--- src/rtl/map_compositor.sv ---
// Tile-map compositor: scans a MAP_W x MAP_H map from BRAM, overlays entity sprites and
// streams composed tiles over valid/ready. Define MAP_COMPOSITOR_ANIM_EN for frame animation.
module map_compositor #(
  parameter int unsigned       MAP_W     = 16,
  parameter int unsigned       MAP_H     = 16,
  parameter int unsigned       N_ENT     = 4,
  parameter int unsigned       ADDR_W    = 19,
  parameter int unsigned       TILE_W    = 16,
  parameter int unsigned       BRAM_LAT  = 1,
  parameter int unsigned       ANIM_LOG2 = 1,
  parameter logic [TILE_W-1:0] ANIM_BASE = 16'h0100
) (
  input  logic                    clk_i,
  input  logic                    rst_i,
  input  logic                    start_i,
  input  logic [ADDR_W-1:0]       map_id_i,
  input  logic [N_ENT-1:0]        ent_en_i,
  input  logic [N_ENT*4-1:0]      ent_x_i,
  input  logic [N_ENT*4-1:0]      ent_y_i,
  input  logic [N_ENT*TILE_W-1:0] ent_tile_i,
  input  logic                    anim_tick_i,
  output logic [ADDR_W-1:0]       bram_addr_o,
  input  logic [TILE_W-1:0]       bram_data_i,
  output logic                    tile_valid_o,
  input  logic                    tile_ready_i,
  output logic [TILE_W-1:0]       tile_id_o,
  output logic [3:0]              grid_x_o,
  output logic [3:0]              grid_y_o,
  output logic                    tile_last_o,
  output logic                    busy_o,
  output logic                    done_o
);

  typedef enum logic [2:0] {
    S_IDLE    = 3'd0,
    S_FETCH   = 3'd1,
    S_WAIT    = 3'd2,
    S_COMPOSE = 3'd3,
    S_EMIT    = 3'd4,
    S_DONE    = 3'd5
  } state_t;

  localparam logic [ADDR_W-1:0] CELLS_A   = ADDR_W'(MAP_W * MAP_H);
  localparam logic [ADDR_W-1:0] ONE_A     = ADDR_W'(32'd1);
  localparam logic [3:0]        X_LAST    = 4'(MAP_W - 32'd1);
  localparam logic [3:0]        Y_LAST    = 4'(MAP_H - 32'd1);
  localparam logic [1:0]        WAIT_INIT = 2'(BRAM_LAT - 32'd1);

  state_t                  state_q;
  logic [3:0]              x_q;
  logic [3:0]              y_q;
  logic [ADDR_W-1:0]       cell_q;
  logic [ADDR_W-1:0]       base_q;
  logic [1:0]              wait_q;
  logic [TILE_W-1:0]       data_q;
  logic [N_ENT-1:0]        ent_en_q;
  logic [N_ENT*4-1:0]      ent_x_q;
  logic [N_ENT*4-1:0]      ent_y_q;
  logic [N_ENT*TILE_W-1:0] ent_tile_q;

  logic [ADDR_W-1:0]       bram_addr_q;
  logic                    tile_valid_q;
  logic [TILE_W-1:0]       tile_id_q;
  logic [3:0]              grid_x_q;
  logic [3:0]              grid_y_q;
  logic                    tile_last_q;
  logic                    busy_q;
  logic                    done_q;

  logic [TILE_W-1:0]       overlay_d;
  logic [TILE_W-1:0]       composed_d;
  logic                    last_cell_s;

  assign last_cell_s = (x_q == X_LAST) && (y_q == Y_LAST);

  // Overlay: walk from the highest index down so the lowest enabled match wins.
  always_comb begin
    overlay_d = data_q;
    for (int i = N_ENT - 1; i >= 0; i--) begin
      overlay_d = (ent_en_q[i] && (ent_x_q[i*4 +: 4] == x_q) && (ent_y_q[i*4 +: 4] == y_q))
                  ? ent_tile_q[i*TILE_W +: TILE_W] : overlay_d;
    end
  end

`ifdef MAP_COMPOSITOR_ANIM_EN
  localparam logic [ANIM_LOG2-1:0] FRAME_ONE = ANIM_LOG2'(32'd1);

  logic [ANIM_LOG2-1:0] frame_q;
  logic [ANIM_LOG2-1:0] frame_lat_q;

  // Free-running frame counter; a scan only sees the value captured when it is accepted.
  always_ff @(posedge clk_i) begin
    if (rst_i) begin
      frame_q     <= '0;
      frame_lat_q <= '0;
    end else begin
      if (anim_tick_i) begin
        frame_q <= frame_q + FRAME_ONE;
      end
      if ((state_q == S_IDLE) && start_i) begin
        frame_lat_q <= frame_q;
      end
    end
  end

  // Animated ids carry the latched frame in their low bits.
  always_comb begin
    composed_d = overlay_d;
    if (overlay_d >= ANIM_BASE) begin
      composed_d = {overlay_d[TILE_W-1:ANIM_LOG2], frame_lat_q};
    end else begin
      composed_d = overlay_d;
    end
  end
`else
  logic unused_anim_s;
  assign unused_anim_s = anim_tick_i ^ (ANIM_BASE == '0) ^ (ANIM_LOG2 == 32'd0);

  // Without animation the overlay result goes out untouched.
  always_comb begin
    composed_d = overlay_d;
  end
`endif

  // Scan sequencer with registered outputs.
  always_ff @(posedge clk_i) begin
    if (rst_i) begin
      state_q      <= S_IDLE;
      x_q          <= 4'd0;
      y_q          <= 4'd0;
      cell_q       <= '0;
      base_q       <= '0;
      wait_q       <= 2'd0;
      data_q       <= '0;
      ent_en_q     <= '0;
      ent_x_q      <= '0;
      ent_y_q      <= '0;
      ent_tile_q   <= '0;
      bram_addr_q  <= '0;
      tile_valid_q <= 1'b0;
      tile_id_q    <= '0;
      grid_x_q     <= 4'd0;
      grid_y_q     <= 4'd0;
      tile_last_q  <= 1'b0;
      busy_q       <= 1'b0;
      done_q       <= 1'b0;
    end else begin
      case (state_q)
        S_IDLE: begin
          done_q <= 1'b0;
          if (start_i) begin
            ent_en_q    <= ent_en_i;
            ent_x_q     <= ent_x_i;
            ent_y_q     <= ent_y_i;
            ent_tile_q  <= ent_tile_i;
            base_q      <= map_id_i * CELLS_A;
            bram_addr_q <= map_id_i * CELLS_A;
            x_q         <= 4'd0;
            y_q         <= 4'd0;
            cell_q      <= '0;
            busy_q      <= 1'b1;
            state_q     <= S_FETCH;
          end
        end
        S_FETCH: begin
          wait_q  <= WAIT_INIT;
          state_q <= S_WAIT;
        end
        S_WAIT: begin
          // The last wait cycle is the one in which the read data is valid.
          if (wait_q == 2'd0) begin
            data_q  <= bram_data_i;
            state_q <= S_COMPOSE;
          end else begin
            wait_q <= wait_q - 2'd1;
          end
        end
        S_COMPOSE: begin
          tile_id_q    <= composed_d;
          grid_x_q     <= x_q;
          grid_y_q     <= y_q;
          tile_last_q  <= last_cell_s;
          tile_valid_q <= 1'b1;
          state_q      <= S_EMIT;
        end
        S_EMIT: begin
          if (tile_ready_i) begin
            tile_valid_q <= 1'b0;
            if (last_cell_s) begin
              tile_last_q <= 1'b0;
              busy_q      <= 1'b0;
              done_q      <= 1'b1;
              state_q     <= S_DONE;
            end else begin
              if (x_q == X_LAST) begin
                x_q <= 4'd0;
                y_q <= y_q + 4'd1;
              end else begin
                x_q <= x_q + 4'd1;
              end
              cell_q      <= cell_q + ONE_A;
              bram_addr_q <= base_q + cell_q + ONE_A;
              state_q     <= S_FETCH;
            end
          end
        end
        S_DONE: begin
          done_q  <= 1'b0;
          state_q <= S_IDLE;
        end
        default: begin
          tile_valid_q <= 1'b0;
          busy_q       <= 1'b0;
          done_q       <= 1'b0;
          state_q      <= S_IDLE;
        end
      endcase
    end
  end

  assign bram_addr_o  = bram_addr_q;
  assign tile_valid_o = tile_valid_q;
  assign tile_id_o    = tile_id_q;
  assign grid_x_o     = grid_x_q;
  assign grid_y_o     = grid_y_q;
  assign tile_last_o  = tile_last_q;
  assign busy_o       = busy_q;
  assign done_o       = done_q;

endmodule

--- config.mk ---
export PLATFORM = sky130hd
export DESIGN_NAME = map_compositor
export DESIGN_NICKNAME = d
export VERILOG_FILES = /design/src/rtl/map_compositor.sv
export SDC_FILE = /design/constraint.sdc
export NUM_CORES = 1
export LEC_CHECK = 0
export ABC_AREA = 1
export CORE_UTILIZATION = 55
export DETAILED_ROUTE_END_ITERATION = 6
export DONT_BUFFER_PORTS = 1
export GPL_TIMING_DRIVEN = 0
export PLACE_DENSITY = 0.73
export SYNTH_ARGS = -nofsm -noshare
export SYNTH_HDL_FRONTEND = slang
export SYNTH_SLANG_ARGS = --single-unit
--- constraint.sdc ---
create_clock -name clk_i -period 2.56 [get_ports clk_i]
set_clock_uncertainty 0.1 [all_clocks]
set_input_delay 0.128 -clock clk_i [delete_from_list [all_inputs] [get_ports clk_i]]
set_output_delay 0.128 -clock clk_i [all_outputs]
set_load 0.02 [all_outputs]
==> impl_metrics.env, run 1 <==
export IMPL_status="finished clean"
export IMPL_r2r_start="y_q[1]"
export IMPL_via_count=9803
export IMPL_viasPerCell=5.57
export IMPL_hp_class="input port to register"
export IMPL_clkLatencyLatePin_ns=0.44
export IMPL_grt_pass1_vias=8910
export IMPL_worstPathArrival_ns=2.50
export IMPL_synthXorXnorAreaFrac_pct=1.73
export IMPL_fin_crit_sh_pct=90.5
export IMPL_clock_root_buffer="clkbuf_16"
export IMPL_area_growth_pct=23.1
export IMPL_syn_nets=1528
export IMPL_rr_endpoint="tile_id_o[14]"
export IMPL_synth_adder_area_share_pct=1.82
export IMPL_synth_top_cell_area_share_pct=41.1
export IMPL_clock_fmax_mhz=432
export IMPL_clock_path_buffers=2
export IMPL_antenna_cells=0
export IMPL_synth_simple_area_share_pct=25.3
export IMPL_cp_end_kind="register"
export IMPL_ys_top_cells_by_area="dfxtp_1, nand2_1, a21oi_1, o21ai_0, inv_1"
export IMPL_wirelength_um=30100
export IMPL_drive_above_1_share_pct=7.88
export IMPL_period_needed_ns=2.32
export IMPL_grt_pass1_wl_um=46300
export IMPL_cp_required_ns=2.75
export IMPL_muxShareOfSynthArea_pct=0
export IMPL_slew_viol_final=0
export IMPL_ys_seq_area_share_pct=41.1
export IMPL_ios=187
export IMPL_port_buffers=0
export IMPL_cts_htree_levels=4
export IMPL_crit_fanout=10
export IMPL_timing_critical_path_to="tile_id_o[14]"
export IMPL_maxCapViolations=0
export IMPL_synth_top_family_by_area="simple AND/OR/NAND/NOR gates"
export IMPL_crit_start="y_q[1]"
export IMPL_nets=1676
export IMPL_r2r_cells=12
export IMPL_rows=48
export IMPL_rrSetupSlack_ns=0.24
export IMPL_grt_max_degree=18
export IMPL_synth_compound_area_share_pct=19.9
export IMPL_slew_headroom_pct=45.6
export IMPL_clk_pin_slew_ns=0.07
export IMPL_drc=0
export IMPL_yosysWarnings=0
export IMPL_p_total_mw=8.91
export IMPL_cts_hold_buf=129
export IMPL_fin_hold_ws_ns=0.0258
export IMPL_grt_usage_pct=33.5
export IMPL_p_leak_nw=4.85
export IMPL_rsz0062_at_grt="false"
export IMPL_dpl_worst_slack_ns=0.360
export IMPL_drtPass1Iterations=5
export IMPL_fin_tns_setup_ns=0
export IMPL_antenna_found_initial=0
export IMPL_drtIter0Drc=896
export IMPL_postCtsSetupBuffers=0
export IMPL_start_util_pct=56.1
export IMPL_ant_nets=0
export IMPL_yosysUniqueCellTypes=43
export IMPL_gp_congestion=0.897
export IMPL_post_cts_resized=0
export IMPL_die_h_um=134
export IMPL_avgSynthCellArea_um2=7.01
export IMPL_wl_per_cell_um=17.1
export IMPL_crit_type="register to register"
export IMPL_grt_overflow=0
export IMPL_vdd_drop_max_v=0.000696
export IMPL_cp_start_kind="register"
export IMPL_die_w_um=134
export IMPL_cts_buffers=17
export IMPL_setup_violations=0
export IMPL_worst_slew_pin_slew_ns=0.816
export IMPL_yosys_area_top_type="dfxtp_1"
export IMPL_dp_hpwl_um=21400
export IMPL_coreArea_um2=17200
export IMPL_dieArea_um2=18100
export IMPL_layout_setup_ws_ns=0.244
export IMPL_hold_viol_final=0
export IMPL_syn_cell_area_um2=9640
export IMPL_cts_tree="built"
export IMPL_synthCells=1374
export IMPL_cts_sinks=198
export IMPL_powerDensity_nw_per_um2=751
export IMPL_ys_ff_latch=198
worst min-delay path by stage:
stage           startpoint          to  slack (ns)  cells past startpoint
6_report           start_i   cell_q[3]        0.03                      3
5_1_grt            start_i   cell_q[3]        0.09                      3
4_1_cts            start_i   cell_q[3]       0.009                      3
3_5_place_dp   map_id_i[8]  base_q[16]        0.18                      2
3_3_place_gp   map_id_i[6]  base_q[14]        0.17                      2
2_1_floorplan  map_id_i[7]  base_q[15]        0.17                      2
synthesized netlist by cell type, drive strengths merged:
library cell,instances
a21oi,218
inv,146
ha,14
xor2,14
nor2,75
xnor2,5
or2,5
clkinv,1
o21ai,109
clkbuf,45
nand4,15
and2,1
a31oi,2
dfxtp,198
o22ai,3
nand3b,4
buf,39
nand2,342
nand3,95
a22oi,2
o211a,1
o211ai,1
o21bai,19
o21a,3
nor3,17
metal layers:
layer	vias up	wire, um	GRT usage (%)
li1	4775	-	-
met1	4558	12900	44.3
met2	404	13900	53.7
met3	66	2250	6.84
met4	0	1020	13.1
met5	-	0	0
worst max-delay path, stage by stage (launching register included):
cell and delay [ns]:
dfxtp_1 0.53, inv_2 0.15, nand2_1 0.09, nand2_1 0.07
nor3_2 0.11, nand4_1 0.15, nor2_2 0.33, buf_2 0.29
nand2_1 0.07, nand2_1 0.06, inv_1 0.05, nand2_1 0.10
a21oi_2 0.07
cell usage in the layout (no fill, tap or decap), types with 3 or more instances in the layout:
cell type	Yosys	final
nand2_4	3	3
buf_1	4	4
nand4_1	15	15
nor2_4	6	6
nand3b_1	4	4
nor2_2	4	4
o21ai_0	106	106
dfxtp_1	198	198
clkbuf_1	45	45
o21a_1	3	3
dlygate4sd3_1	0	129
nand2_1	335	335
o22ai_1	3	3
a21oi_2	10	10
ha_1	14	14
o21bai_1	19	19
nor3_1	14	14
inv_1	131	131
buf_4	16	16
clkinv_2	0	3
inv_2	14	14
xnor2_1	5	5
buf_2	15	15
nand3_1	93	93
a21oi_1	207	207
o21ai_1	3	3
bufinv_16	0	5
xor2_1	14	14
or2_2	4	4
buf_6	4	4
nand2_2	3	3
nor2_1	64	64
clkbuf_16	0	17
through the flow:
stage / std cells / cell area (um2) / utilization, %
after detailed placement: 1599 / 9920 / 57.7
after floorplan: 1374 / 9640 / -
after global placement: 1599 / 9920 / 57.7
after CTS: 1760 / 11900 / 69.1
after global routing: 1760 / 11900 / 69.1
final: 1760 / 11900 / 69.1
where the power goes:
group	internal, mW	switching (mW)	leakage [nW]
combinational	0.745	1.45	2.91
sequential	3.44	0.263	1.62
clock	1.77	1.24	0.323
total	5.96	2.95	4.85
state kept, by name, summed over array words and instances (netlist names), 3 cells and up:
name / cells
ent_tile_q: 64
x_q: 4
base_q: 11
ent_x_q: 16
data_q: 16
ent_en_q: 4
bram_addr_o: 11
state_q: 3
tile_id_o: 16
cell_q: 19
grid_x_o: 4
grid_y_o: 4
ent_y_q: 16
y_q: 4
layout make-up:
| cell class | instances | area [um2] |
|---|---|---|
| Fill cell | 1484 | 5310 |
| Multi-Input combinational cell | 945 | 4690 |
| Sequential cell | 198 | 3960 |
| Timing Repair Buffer | 129 | 1290 |
| Inverter | 147 | 554 |
| Clock buffer | 18 | 439 |
| Buffer | 84 | 424 |
| Tap cell | 225 | 282 |
| Clock inverter | 14 | 219 |
logic make-up after synthesis:
family / after synthesis
and+or+nand+nor: 554
DFF: 198
xor gates and xnor gates: 19
buffers and inverters: 231
AOI/OAI and AO/OA: 358
adders and majority gates: 14
Power figures use the tool's default switching activity.
==> run 2, diff against run 1 <==
--- a/config.mk
+++ b/config.mk
@@ -11,6 +11,7 @@
 export DONT_BUFFER_PORTS = 1
 export GPL_TIMING_DRIVEN = 0
 export PLACE_DENSITY = 0.73
+export SKIP_CTS_REPAIR_TIMING = 1
 export SYNTH_ARGS = -nofsm -noshare
 export SYNTH_HDL_FRONTEND = slang
 export SYNTH_SLANG_ARGS = --single-unit
==> constraint.sdc (replaced) <==
create_clock -name clk_i -period 2.56 [get_ports clk_i]
set_clock_uncertainty 0.1 [all_clocks]
set_input_delay 0.384 -clock clk_i [delete_from_list [all_inputs] [get_ports clk_i]]
set_output_delay 0.384 -clock clk_i [all_outputs]
set_load 0.02 [all_outputs]
==> run 2 against run 1 <==
Against the previous run:
- largest cell class unchanged
- die area stayed put
- sequential power hardly changed
- the flow now finishes with violations (negative hold slack)
- count of clock-buffer cells in the layout stayed put
- critical path depth stayed put
- combinational power is 6% lower
- sequential share of layout area is 2.8 points higher
- clock power hardly changed
==> impl_metrics.env, run 2 (synthesized netlist as in run 1, its figures left out) <==
export IMPL_crit_fanout=10
export IMPL_status="complete, but fails checks"
export IMPL_clock_root_buffer="clkbuf_16"
export IMPL_grt_pass1_vias=8148
export IMPL_dpl_worst_slack_ns=0.144
export IMPL_path_delay_family="simple AND/OR/NAND/NOR gates"
export IMPL_wirelength_um=28500
export IMPL_fin_util_pct=63.7
export IMPL_hp_class="input port to register"
export IMPL_layout_common_cells="nand2_1, a21oi_1, dfxtp_1, inv_1, o21ai_0"
export IMPL_use_met3_pct=7.90
export IMPL_grt_pass1_wl_um=43000
export IMPL_clkLatencyLatePin_ns=0.44
export IMPL_die_h_um=134
export IMPL_drive_above_1_share_pct=8.39
export IMPL_crit_chain="inv_2 -> nand2_1 -> o21ai_1 -> nor2_1 -> nand3_1 -> nor2_4 -> inv_2 -> buf_4 -> nand3_1 -> nand2_1 -> nand2_1 -> a21oi_2"
export IMPL_final_cells=1669
export IMPL_dp_hpwl_um=21400
export IMPL_rows=48
export IMPL_crit_buf_inv=3
export IMPL_cts_htree_levels=4
export IMPL_antenna_found_initial=1
export IMPL_maxCapViolations=0
export IMPL_wl_per_cell_um=17.1
export IMPL_cp_depth=12
export IMPL_dieArea_um2=18100
export IMPL_reg_largest_list="ent_tile_q: 64 flops, cell_q: 19 flops"
export IMPL_start_util_pct=56.1
export IMPL_grt_overflow=0
export IMPL_layout_setup_ws_ns=0.238
export IMPL_ios=187
export IMPL_crit_type="register to register"
export IMPL_drtIter0Drc=884
export IMPL_slew_headroom_pct=49.4
export IMPL_grt_max_degree=18
export IMPL_gp_congestion=0.897
export IMPL_port_buffers=0
export IMPL_dp_cells=1599
export IMPL_cpPeakStageDelay_ns=0.52
export IMPL_cts_sinks=198
export IMPL_area_growth_pct=13.6
export IMPL_fin_tns_setup_ns=0
export IMPL_grt_usage_pct=31.5
export IMPL_final_common_cell="nand2_1"
export IMPL_worst_slew_pin_slew_ns=0.759
export IMPL_crit_slowest_cell="dfxtp_1"
export IMPL_clock_fmax_mhz=431
export IMPL_nets=1584
export IMPL_rsz0062_at_grt="false"
export IMPL_drtPass1Iterations=7
export IMPL_coreArea_um2=17200
export IMPL_p_leak_nw=4.47
export IMPL_use_met1_pct=42.0
export IMPL_ant_nets=0
export IMPL_via_count=9244
export IMPL_fin_area_um2=10900
export IMPL_cts_tree="built"
export IMPL_fin_crit_sh_pct=90.7
export IMPL_worst_path_most_repeated_cell="nand2_1"
export IMPL_largest_reg_flops=64
export IMPL_regMostFlops="ent_tile_q"
export IMPL_cp_required_ns=2.75
export IMPL_period_needed_ns=2.32
export IMPL_violations="negative hold slack"
export IMPL_drc=0
export IMPL_fin_hold_ws_ns=-0.0156
export IMPL_cp_end_kind="register"
export IMPL_slew_viol_final=0
export IMPL_min_path_cells=2
export IMPL_die_w_um=134
export IMPL_setup_violations=0
export IMPL_viasPerCell=5.54
export IMPL_busiest_layer="met2"
export IMPL_cp_start_kind="register"
export IMPL_r2r_cells=12
export IMPL_worstPathArrival_ns=2.51
export IMPL_powerDensity_nw_per_um2=802
export IMPL_hold_viol_final=3
export IMPL_cts_buffers=17
export IMPL_rrSetupSlack_ns=0.24
export IMPL_vdd_drop_max_v=0.000692
export IMPL_dpl_cell_area_um2=9920
export IMPL_clock_path_buffers=2
export IMPL_clk_pin_slew_ns=0.07
export IMPL_grt_use_met2_pct=49.8
-- run 2: cell count changes in the layout (fill, tap and decap cells not counted), sizes merged --
cell	before	now
diode	0	1
dlygate4sd3	129	37
-- run 2: where the power goes --
part / total [mW] / internal (mW) / switching [mW]
combinational: 2.05 / 0.651 / 1.40
clock: 3.03 / 1.77 / 1.25
sequential: 3.70 / 3.44 / 0.260
total: 8.78 / 5.87 / 2.91
-- run 2: layout make-up --
| type | instances | area [um2] |
|---|---|---|
| Fill cell | 1632 | 6230 |
| Inverter | 147 | 554 |
| Multi-Input combinational cell | 945 | 4690 |
| Tap cell | 225 | 282 |
| Sequential cell | 198 | 3960 |
| Clock inverter | 14 | 219 |
| Buffer | 84 | 424 |
| Timing Repair Buffer | 37 | 370 |
| Clock buffer | 18 | 439 |
| Antenna cell | 1 | 2.50 |
-- run 2: worst paths after layout --
kind	startpoint	end
max	y_q[0]	tile_id_o[8]
min	ent_x_i[7]	ent_x_q[7]
max reg2reg	y_q[0]	tile_id_o[8]
min reg2reg	data_q[13]	data_q[13]
-- run 2: routing by layer --
metal / share of wire (%) / routed length (um)
met5: 0 / 0
met4: 2.2 / 618
met3: 8.0 / 2280
met2: 46 / 13200
met1: 44 / 12400
-- run 2: per-stage QoR --
step | power (mW) | hold slack (ns)
4_1_cts | 8.71 | -0.0276
2_1_floorplan | 5.15 | 0.324
5_1_grt | 9.18 | 0.000482
3_5_place_dp | 5.74 | 0.343
3_3_place_gp | 5.69 | 0.335
6_report | 8.78 | -0.0156
==> run 3, diff against run 2 <==
==> constraint.sdc (replaced) <==
create_clock -name clk_i -period 2.85 [get_ports clk_i]
set_clock_uncertainty 0.1 [all_clocks]
set_input_delay 0.4275 -clock clk_i [delete_from_list [all_inputs] [get_ports clk_i]]
set_output_delay 0.4275 -clock clk_i [all_outputs]
set_load 0.02 [all_outputs]
==> run 3 against run 2 <==
Against the previous run:
- the run now ends clean
- sequential cell count unchanged
- power decreased by 11%
- count of clock-buffer cells in the layout did not move
- worst hold slack better by 0.038 ns
- non-clock buffer count decreased by 37
- setup slack better by 0.30 ns
- sequential share of layout area increased by 1.3 points
- fmax increased by 0.22%
- critical path type unchanged
==> impl_metrics.env, run 3 (synthesized netlist as in run 1, its figures left out) <==
export IMPL_nets=1547
export IMPL_final_seq_area_um2=3960
export IMPL_vdd_drop_max_v=0.000614
export IMPL_use_met1_pct=42.0
export IMPL_drtPass1Iterations=5
export IMPL_final_common_cell="nand2_1"
export IMPL_r2r_cells=12
export IMPL_gp_congestion=0.897
export IMPL_die_h_um=134
export IMPL_ant_nets=0
export IMPL_layout_common_cells="nand2_1, a21oi_1, dfxtp_1, inv_1, o21ai_0"
export IMPL_busiest_layer="met2"
export IMPL_clock_path_buffers=2
export IMPL_cp_end_kind="register"
export IMPL_crit_fanout=10
export IMPL_wirelength_um=28300
export IMPL_via_count=9056
export IMPL_cts_tree="built"
export IMPL_period_needed_ns=2.32
export IMPL_layout_setup_ws_ns=0.533
export IMPL_rrSetupSlack_ns=0.53
export IMPL_die_w_um=134
export IMPL_hp_class="input port to register"
export IMPL_clk_pin_slew_ns=0.07
export IMPL_dpl_worst_slack_ns=0.390
export IMPL_p_leak_nw=4.31
export IMPL_wl_per_cell_um=17.3
export IMPL_viasPerCell=5.55
export IMPL_grt_max_degree=18
export IMPL_cts_htree_levels=4
export IMPL_min_from="ent_tile_i[62]"
export IMPL_rows=48
export IMPL_cts_sinks=198
export IMPL_multi_input_area_um2=4690
export IMPL_fin_tns_setup_ns=0
export IMPL_grt_pass1_vias=8148
export IMPL_min_path_cells=2
export IMPL_worstPathArrival_ns=2.51
export IMPL_drc=0
export IMPL_start_util_pct=56.1
export IMPL_fin_crit_sh_pct=81.3
export IMPL_slew_viol_final=0
export IMPL_fin_util_pct=61.6
export IMPL_antenna_found_initial=1
export IMPL_grt_use_met2_pct=49.8
export IMPL_area_growth_pct=9.78
export IMPL_crit_type="register to register"
export IMPL_fillers=1668
export IMPL_maxCapViolations=0
export IMPL_dpl_cell_area_um2=9920
export IMPL_rsz0062_at_grt="false"
export IMPL_clock_fmax_mhz=432
export IMPL_r2r_start="y_q[0]"
export IMPL_dp_hpwl_um=21400
export IMPL_reg_largest_list="ent_tile_q: 64 flops, cell_q: 19 flops"
export IMPL_clock_root_buffer="clkbuf_16"
export IMPL_cts_buffers=17
export IMPL_grt_pass1_wl_um=43000
export IMPL_largest_reg_flops=64
export IMPL_drtIter0Drc=868
export IMPL_dieArea_um2=18100
export IMPL_rr_endpoint="tile_id_o[8]"
export IMPL_grt_overflow=0
export IMPL_port_buffers=0
export IMPL_powerDensity_nw_per_um2=741
export IMPL_cp_required_ns=3.04
export IMPL_cp_start_kind="register"
export IMPL_setup_violations=0
export IMPL_p_total_mw=7.84
export IMPL_clkLatencyLatePin_ns=0.44
export IMPL_worst_slew_pin_slew_ns=0.770
export IMPL_drive_above_1_share_pct=8.61
export IMPL_coreArea_um2=17200
export IMPL_hold_viol_final=0
export IMPL_status="finished clean"
export IMPL_fin_area_um2=10600
export IMPL_ios=187
export IMPL_grt_usage_pct=31.5
export IMPL_regMostFlops="ent_tile_q"
export IMPL_min_to="ent_tile_q[62]"
export IMPL_slew_headroom_pct=48.6
export IMPL_use_met3_pct=7.90
run 3: through the flow:
stage	hold slack [ns]	instances
after detailed placement	0.343	1599
after floorplan	0.324	1374
after global routing	0.0161	1631
final	0.0226	1632
after global placement	0.335	1599
after CTS	0.0159	1631
run 3: power breakdown:
| group | switching [mW] | internal (mW) | total [mW] |
|---|---|---|---|
| registers | 0.233 | 3.09 | 3.32 |
| clock network | 1.12 | 1.59 | 2.71 |
| logic | 1.25 | 0.551 | 1.80 |
run 3: cell type report:
type                            count  share of cell area, %
Inverter                          147                   5.24
Multi-Input combinational cell    945                   44.4
Clock inverter                     14                   2.07
Sequential cell                   198                   37.5
Clock buffer                       18                   4.15
Buffer                             84                   4.01
Tap cell                          225                   2.66
Antenna cell                        1                 0.0237
run 3: per-layer routing:
layer / vias to the layer above / part of all wire (%)
met5: - / 0
met4: 0 / 2.4
met3: 41 / 8.3
met2: 309 / 46
met1: 4190 / 43
li1: 4516 / -
run 3: worst max path at each step:
stage	startpoint	to	cells past startpoint
4_1_cts	y_q[1]	tile_id_o[13]	12
3_5_place_dp	rst_i	grid_y_o[1]	6
6_report	y_q[0]	tile_id_o[8]	12
2_1_floorplan	cell_q[8]	bram_addr_o[14]	10
5_1_grt	y_q[0]	tile_id_o[4]	12
3_3_place_gp	rst_i	bram_addr_o[11]	6
run 3: worst max-delay path, stage by stage, from the launching register on:
cell	delay, ns
dfxtp_1	0.52
inv_2	0.17
nand2_1	0.12
o21ai_1	0.07
nor2_1	0.10
nand3_1	0.14
nor2_4	0.29
inv_2	0.12
buf_4	0.19
nand3_1	0.10
nand2_1	0.09
nand2_1	0.09
a21oi_2	0.05
